**src/rtl/axi_int_sequencer.sv**
```systemverilog
// axi_int_sequencer: AXI4-Lite master that runs the whole interrupt handshake
// against one axi_int slave from a single start pulse. It arms the interrupt,
// writes a data word, checks the readback, waits for irq, reads STATUS and DATA,
// acknowledges, waits for irq to drop and resets the slave's CTRL register.
module axi_int_sequencer #(
    parameter int C_M00_AXI_ADDR_WIDTH = 4,
    parameter int C_M00_AXI_DATA_WIDTH = 32,
    parameter int IRQ_TIMEOUT          = 1024
) (
    input  logic                              m00_axi_aclk,
    input  logic                              m00_axi_aresetn,
    input  logic                              start,
    input  logic [C_M00_AXI_DATA_WIDTH-1:0]   tx_data,
    output logic                              busy,
    output logic                              done,
    output logic                              err,
    output logic [2:0]                        err_code,
    output logic [C_M00_AXI_DATA_WIDTH-1:0]   rd_data,
    output logic [C_M00_AXI_DATA_WIDTH-1:0]   rd_status,
    input  logic                              irq,
    output logic [C_M00_AXI_ADDR_WIDTH-1:0]   m00_axi_awaddr,
    output logic [2:0]                        m00_axi_awprot,
    output logic                              m00_axi_awvalid,
    input  logic                              m00_axi_awready,
    output logic [C_M00_AXI_DATA_WIDTH-1:0]   m00_axi_wdata,
    output logic [C_M00_AXI_DATA_WIDTH/8-1:0] m00_axi_wstrb,
    output logic                              m00_axi_wvalid,
    input  logic                              m00_axi_wready,
    input  logic [1:0]                        m00_axi_bresp,
    input  logic                              m00_axi_bvalid,
    output logic                              m00_axi_bready,
    output logic [C_M00_AXI_ADDR_WIDTH-1:0]   m00_axi_araddr,
    output logic [2:0]                        m00_axi_arprot,
    output logic                              m00_axi_arvalid,
    input  logic                              m00_axi_arready,
    input  logic [C_M00_AXI_DATA_WIDTH-1:0]   m00_axi_rdata,
    input  logic [1:0]                        m00_axi_rresp,
    input  logic                              m00_axi_rvalid,
    output logic                              m00_axi_rready
);

    localparam int AW    = C_M00_AXI_ADDR_WIDTH;
    localparam int DW    = C_M00_AXI_DATA_WIDTH;
    localparam int CNT_W = $clog2(IRQ_TIMEOUT + 1);

    localparam logic [AW-1:0]    A_DATA = AW'(0);
    localparam logic [AW-1:0]    A_CTRL = AW'(4);
    localparam logic [AW-1:0]    A_STAT = AW'(8);
    localparam logic [AW-1:0]    A_IEN  = AW'(12);
    localparam logic [CNT_W-1:0] TO_M1  = CNT_W'(IRQ_TIMEOUT - 1);

    typedef enum logic [3:0] {
        S_IDLE, S_WR_IEN, S_WR_DATA, S_RD_CHK, S_WAIT_IRQ, S_RD_STAT,
        S_RD_DATA, S_WR_CLR, S_WAIT_NIRQ, S_WR_RST, S_DONE, S_ERR
    } state_t;

    state_t            state, next_st;
    logic              txn_act;     // a bus transaction has been issued in this state
    logic              aw_done, w_done;
    logic [DW-1:0]     tx_lat;
    logic [CNT_W-1:0]  irq_cnt;
    logic [AW-1:0]     wr_addr, rd_addr;
    logic [DW-1:0]     wr_val;
    logic              aw_ok, w_ok;

    assign m00_axi_awprot = 3'b000;
    assign m00_axi_arprot = 3'b000;
    assign m00_axi_wstrb  = '1;

    // Address channel / data channel accepted, either earlier or at this edge
    assign aw_ok = aw_done || (m00_axi_awvalid && m00_axi_awready);
    assign w_ok  = w_done  || (m00_axi_wvalid  && m00_axi_wready);

    // Per-state register target, write value and successor state
    always_comb begin
        next_st = S_IDLE;
        wr_addr = '0;
        wr_val  = '0;
        rd_addr = '0;
        case (state)
            S_WR_IEN:  begin next_st = S_WR_DATA;   wr_addr = A_IEN;  wr_val = DW'(1); end
            S_WR_DATA: begin next_st = S_RD_CHK;    wr_addr = A_DATA; wr_val = tx_lat; end
            S_RD_CHK:  begin next_st = S_WAIT_IRQ;  rd_addr = A_DATA; end
            S_RD_STAT: begin next_st = S_RD_DATA;   rd_addr = A_STAT; end
            S_RD_DATA: begin next_st = S_WR_CLR;    rd_addr = A_DATA; end
            S_WR_CLR:  begin next_st = S_WAIT_NIRQ; wr_addr = A_CTRL; wr_val = DW'(1); end
            S_WR_RST:  begin next_st = S_DONE;      wr_addr = A_CTRL; wr_val = DW'(2); end
            default:   ;
        endcase
    end

    // Sequencer FSM with registered bus and status outputs
    always_ff @(posedge m00_axi_aclk or negedge m00_axi_aresetn) begin
        if (!m00_axi_aresetn) begin
            state           <= S_IDLE;
            txn_act         <= 1'b0;
            aw_done         <= 1'b0;
            w_done          <= 1'b0;
            m00_axi_awaddr  <= '0;
            m00_axi_awvalid <= 1'b0;
            m00_axi_wdata   <= '0;
            m00_axi_wvalid  <= 1'b0;
            m00_axi_bready  <= 1'b0;
            m00_axi_araddr  <= '0;
            m00_axi_arvalid <= 1'b0;
            m00_axi_rready  <= 1'b0;
            tx_lat          <= '0;
            irq_cnt         <= '0;
            busy            <= 1'b0;
            done            <= 1'b0;
            err             <= 1'b0;
            err_code        <= '0;
            rd_data         <= '0;
            rd_status       <= '0;
        end else begin
            done <= 1'b0;
            err  <= 1'b0;
            case (state)
                S_IDLE: begin
                    if (start) begin
                        tx_lat   <= tx_data;
                        busy     <= 1'b1;
                        err_code <= '0;
                        txn_act  <= 1'b0;
                        state    <= S_WR_IEN;
                    end
                end

                S_WR_IEN, S_WR_DATA, S_WR_CLR, S_WR_RST: begin
                    if (!txn_act) begin
                        // AW and W launch together; address/data held until accepted
                        txn_act         <= 1'b1;
                        aw_done         <= 1'b0;
                        w_done          <= 1'b0;
                        m00_axi_awaddr  <= wr_addr;
                        m00_axi_wdata   <= wr_val;
                        m00_axi_awvalid <= 1'b1;
                        m00_axi_wvalid  <= 1'b1;
                    end else begin
                        if (m00_axi_awvalid && m00_axi_awready) begin
                            m00_axi_awvalid <= 1'b0;
                            aw_done         <= 1'b1;
                        end
                        if (m00_axi_wvalid && m00_axi_wready) begin
                            m00_axi_wvalid <= 1'b0;
                            w_done         <= 1'b1;
                        end
                        if (!m00_axi_bready && aw_ok && w_ok)
                            m00_axi_bready <= 1'b1;
                        if (m00_axi_bvalid && m00_axi_bready) begin
                            m00_axi_bready <= 1'b0;
                            txn_act        <= 1'b0;
                            if (m00_axi_bresp != 2'b00) begin
                                state    <= S_ERR;
                                err      <= 1'b1;
                                busy     <= 1'b0;
                                err_code <= 3'd1;
                            end else begin
                                state <= next_st;
                                if (state == S_WR_CLR)
                                    irq_cnt <= '0;
                                if (state == S_WR_RST) begin
                                    done <= 1'b1;
                                    busy <= 1'b0;
                                end
                            end
                        end
                    end
                end

                S_RD_CHK, S_RD_STAT, S_RD_DATA: begin
                    if (!txn_act) begin
                        txn_act         <= 1'b1;
                        m00_axi_araddr  <= rd_addr;
                        m00_axi_arvalid <= 1'b1;
                    end else begin
                        if (m00_axi_arvalid && m00_axi_arready) begin
                            m00_axi_arvalid <= 1'b0;
                            m00_axi_rready  <= 1'b1;
                        end
                        if (m00_axi_rvalid && m00_axi_rready) begin
                            m00_axi_rready <= 1'b0;
                            txn_act        <= 1'b0;
                            if (state == S_RD_STAT)
                                rd_status <= m00_axi_rdata;
                            if (state == S_RD_DATA)
                                rd_data <= m00_axi_rdata;
                            if (m00_axi_rresp != 2'b00) begin
                                state <= S_ERR; err <= 1'b1; busy <= 1'b0; err_code <= 3'd1;
                            end else if (state == S_RD_STAT && !m00_axi_rdata[0]) begin
                                state <= S_ERR; err <= 1'b1; busy <= 1'b0; err_code <= 3'd4;
                            end else if (state != S_RD_STAT && m00_axi_rdata != tx_lat) begin
                                state <= S_ERR; err <= 1'b1; busy <= 1'b0; err_code <= 3'd2;
                            end else begin
                                state <= next_st;
                                if (state == S_RD_CHK)
                                    irq_cnt <= '0;
                            end
                        end
                    end
                end

                S_WAIT_IRQ: begin
                    if (irq)
                        state <= S_RD_STAT;
                    else if (irq_cnt == TO_M1) begin
                        state <= S_ERR; err <= 1'b1; busy <= 1'b0; err_code <= 3'd3;
                    end else
                        irq_cnt <= irq_cnt + 1'b1;
                end

                S_WAIT_NIRQ: begin
                    if (!irq)
                        state <= S_WR_RST;
                    else if (irq_cnt == TO_M1) begin
                        state <= S_ERR; err <= 1'b1; busy <= 1'b0; err_code <= 3'd5;
                    end else
                        irq_cnt <= irq_cnt + 1'b1;
                end

                // done/err pulse lives in these states; start here is ignored
                S_DONE, S_ERR: state <= S_IDLE;

                default: state <= S_IDLE;
            endcase
        end
    end

endmodule
```
**config.mk**
```make
export PLATFORM = sky130hd
export DESIGN_NAME = axi_int_sequencer
export DESIGN_NICKNAME = d
export VERILOG_FILES = /design/src/rtl/axi_int_sequencer.sv
export SDC_FILE = /design/constraint.sdc
export NUM_CORES = 1
export LEC_CHECK = 0
export CAP_MARGIN = 25
export CORE_MARGIN = 1
export CORE_UTILIZATION = 41
export CTS_CLUSTER_SIZE = 28
export DETAILED_ROUTE_END_ITERATION = 8
export PLACE_DENSITY = 0.73
export REMOVE_ABC_BUFFERS = 1
export SYNTH_ARGS = -nofsm -noshare
export SYNTH_HDL_FRONTEND = slang
export SYNTH_SLANG_ARGS = --single-unit
export TNS_END_PERCENT = 20
```
**constraint.sdc**
```tcl
create_clock -name m00_axi_aclk -period 3.4 [get_ports m00_axi_aclk]
set_clock_uncertainty 0.2 [all_clocks]
set_input_delay 0.51 -clock m00_axi_aclk [delete_from_list [all_inputs] [get_ports m00_axi_aclk]]
set_output_delay 0.51 -clock m00_axi_aclk [all_outputs]
set_load 0.03 [all_outputs]
```
==> out/qor.yml <==
layout:
  fin_nets: 883
  finalInstanceArea_sq_mm: 0.0101
  antenna_cells: 0
  finalNonFillerCells: 1043
  drive_above_1_share_pct: 20.8
  syn_to_final_growth_pct: 37.8
global_routing:
  antenna_found_initial: 0
  grt_pass1_vias: 6076
  grt_first_pass_wirelength_um: 32600
  grt_max_degree: 78
  track_usage_pct: 23.3
  gr-total-overflow: 0
power_and_ir_drop:
  ir_drop_mv: 0.501
  power.net_switching_mw: 4.08
  p_leak_nw: 4.43
  p_per_area_mw_per_mm2: 992
  combPwrFrac_pct: 48.4
  switching_share_pct: 40.6
  p_total_mw: 10.1
  intPower_mw: 5.98
  seq_power_share_pct: 32.4
  clockPowerShare_pct: 19.2
timing:
  timing.hold.ws_ns: 0.294
  maxSlewHeadroom_pct: 55.5
  fin_crit_sh_pct: 89.7
  finalSetupViolCount: 0
  worst_pin_slew_ns: 0.668
  fin_crit_ns: 3.05
  maxSlewViolCount: 0
  fin_setup_tns_ns: 0
  final-hold-violation-count: 0
  clock.fmax_mhz: 328
  rsz0062_at_grt: "no"
worst_setup_path:
  cp.required_ns: 3.51
  reg2regPathDepth: 6
  cp-end-kind: "register"
  cp.arrival_ns: 3.15
  cp_max_fo: 12
  worst-setup-path-type: "register to register"
  cp-start-kind: "register"
die:
  io_pins: 202
  die_w_um: 136
  die_h_um: 136
  core_sq_mm: 0.0174
  rows: 48
  initial_core_util_pct: 42.2
  design.die.area_sq_mm: 0.0185
placed_design:
  gp_congestion: 0.920
  dpl.hpwl_um: 14600
  dpl_cell_area_sq_mm: 0.00953
  portBuffers: 186
  dp.cells: 1010
synth:
  async_flop_share_pct: 100
  synth_seq_area_share_pct: 54.4
  netlist_instances: 610
  synth_top_cell_by_area: "dfrtp_1"
  synth.avg_cell_area_sq_um: 12.1
  yosysMostFrequentCell: "dfrtp_1"
  synth.area.top_cells: "dfrtp_1 (54%), mux2_2 (14%), a22o_1 (4.5%)"
  synth_seq_cells: 160
  ys_warn_count: 0
  syn_area_sq_mm: 0.00736
  synth-main-ff-cell: "dfrtp_1"
  ys_top_cells_by_count: "dfrtp_1 (160), mux2_2 (92), a22o_1 (38)"
  synth_cell_types: 62
  synth_top_area_share_pct: 54.4
  synth_edf_count: 0
clock_tree:
  cts_max_path_buffers: 2
  cts_tree: "yes"
  cts_hold_buf: 1
  cts_buffers: 17
  cts_root_buf: "clkbuf_16"
  htree_levels: 4
  clk_pin_slew_ns: 0.07
  postCtsSetupRepairBufs: 0
  cts_resized: 0
  cts.sinks: 160
  clk-insertion-delay-late_ns: 0.42
detailed_routing:
  totalWireLength_um: 20500
  drtIter0Drc: 350
  route.detailed.drc: 0
  viasPerCell: 5.44
  post_drt_wl_per_cell_um: 19.7
  vias: 5676
  antenna_left: 0
  drt_pass1_iterations: 5
outcome:
  status: "complete, no violations"
worst_hold_path:
  hold_path.class: "register to register"
  worstHoldPathCells: 2
run:
  cap_violations: 0
worst paths after layout:
kind                                              start                            to  slack, ns
min in group asynchronous               m00_axi_aresetn     rd_status[18]$_DFFE_PN0P_       0.39
min                        m00_axi_wdata[1]$_DFFE_PN0P_  m00_axi_wdata[1]$_DFFE_PN0P_       0.29
max in group asynchronous               m00_axi_aresetn    m00_axi_wvalid$_DFFE_PN0P_       1.78
max reg2reg                        state[2]$_DFFE_PN0P_       err_code[2]$_DFFE_PN0P_       0.35
max                                state[2]$_DFFE_PN0P_       err_code[2]$_DFFE_PN0P_       0.35
min reg2reg                m00_axi_wdata[1]$_DFFE_PN0P_  m00_axi_wdata[1]$_DFFE_PN0P_       0.29
cells in the final DEF, fill, tap and decap left out, drive strengths merged, types with 3 or more instances in the layout:
master and n:
nand2 36, a211oi 5, a211o 4, o31ai 7, nand3 10, o21ai 11
clkdlybuf4s50 185, a22o 38, nor2 31, and3 3, nand2b 6, a21oi 16
o21a 4, a31oi 6, conb 15, o22ai 4, nor2b 3, nand4 10
clkinv 6, nor3 8, mux2 97, nor3b 3, a21o 3, dfrtp 160
inv 13, a221o 3, buf 27, xnor2 33, and2 3, clkbuf 19
or2 6, nor4 6
state kept, by name, indices dropped and copies added (netlist names):
| name | cells |
|---|---|
| m00_axi_awvalid | 1 |
| rd_status | 32 |
| err_code | 3 |
| m00_axi_arvalid | 1 |
| rd_data | 32 |
| err | 1 |
| irq_cnt | 11 |
| state | 4 |
| tx_lat | 32 |
| busy | 1 |
| m00_axi_wdata | 32 |
| m00_axi_araddr | 1 |
| m00_axi_bready | 1 |
| aw_done | 1 |
| txn_act | 1 |
| done | 1 |
| m00_axi_rready | 1 |
| m00_axi_awaddr | 2 |
| w_done | 1 |
| m00_axi_wvalid | 1 |
cells by family after synthesis:
group           Yosys count  synth area share [%]
compound gates          123                  12.9
other cells               2                 0.102
buf+inv                  58                  4.03
flops                   160                  54.4
fa+ha+maj                 1                 0.170
simple gates            134                  9.22
xor+xnor                 34                  4.15
mux                      98                  15.0
power groups by stage:
| stage | logic (mW) | clock network, mW | registers, mW |
|---|---|---|---|
| 5_1_grt | 5.16 | 2.05 | 3.36 |
| 4_1_cts | 4.88 | 1.97 | 3.26 |
| 3_5_place_dp | 4.84 | 0 | 3.27 |
| 2_1_floorplan | 1.86 | 0 | 4.23 |
| 6_report | 4.87 | 1.93 | 3.26 |
| 3_3_place_gp | 4.77 | 0 | 3.23 |
critical path, cell delays in order, from the launching register on:
cell	delay, ns
dfrtp_1	0.64
nor2b_1	0.55
nand2_1	0.31
o21ai_0	0.35
nor2_1	0.12
a2111o_1	0.43
mux2_4	0.32
metal layers:
| metal | GRT usage (%) | routed length [um] |
|---|---|---|
| met1 | 29.0 | 8520 |
| met2 | 37.3 | 9860 |
| met3 | 8.05 | 1800 |
| met4 | 8.58 | 334 |
| met5 | 0 | 0 |
stage by stage:
step | setup slack, ns | utilization [%]
2_1_floorplan | -0.137 | -
3_3_place_gp | 0.180 | 54.7
3_5_place_dp | 0.112 | 54.7
4_1_cts | 0.370 | 58.2
5_1_grt | 0.127 | 58.2
6_report | 0.351 | 58.2
final cells by class:
cell class | instances | area, sq um
fill | 1429 | 7280
tap | 225 | 282
inverter | 8 | 30.0
multi-input combinational | 405 | 3120
clock buffer | 19 | 443
timing repair buffer | 213 | 2110
sequential | 160 | 4000
clock inverter | 13 | 154
No activity file was read; power rests on OpenSTA's default activity.
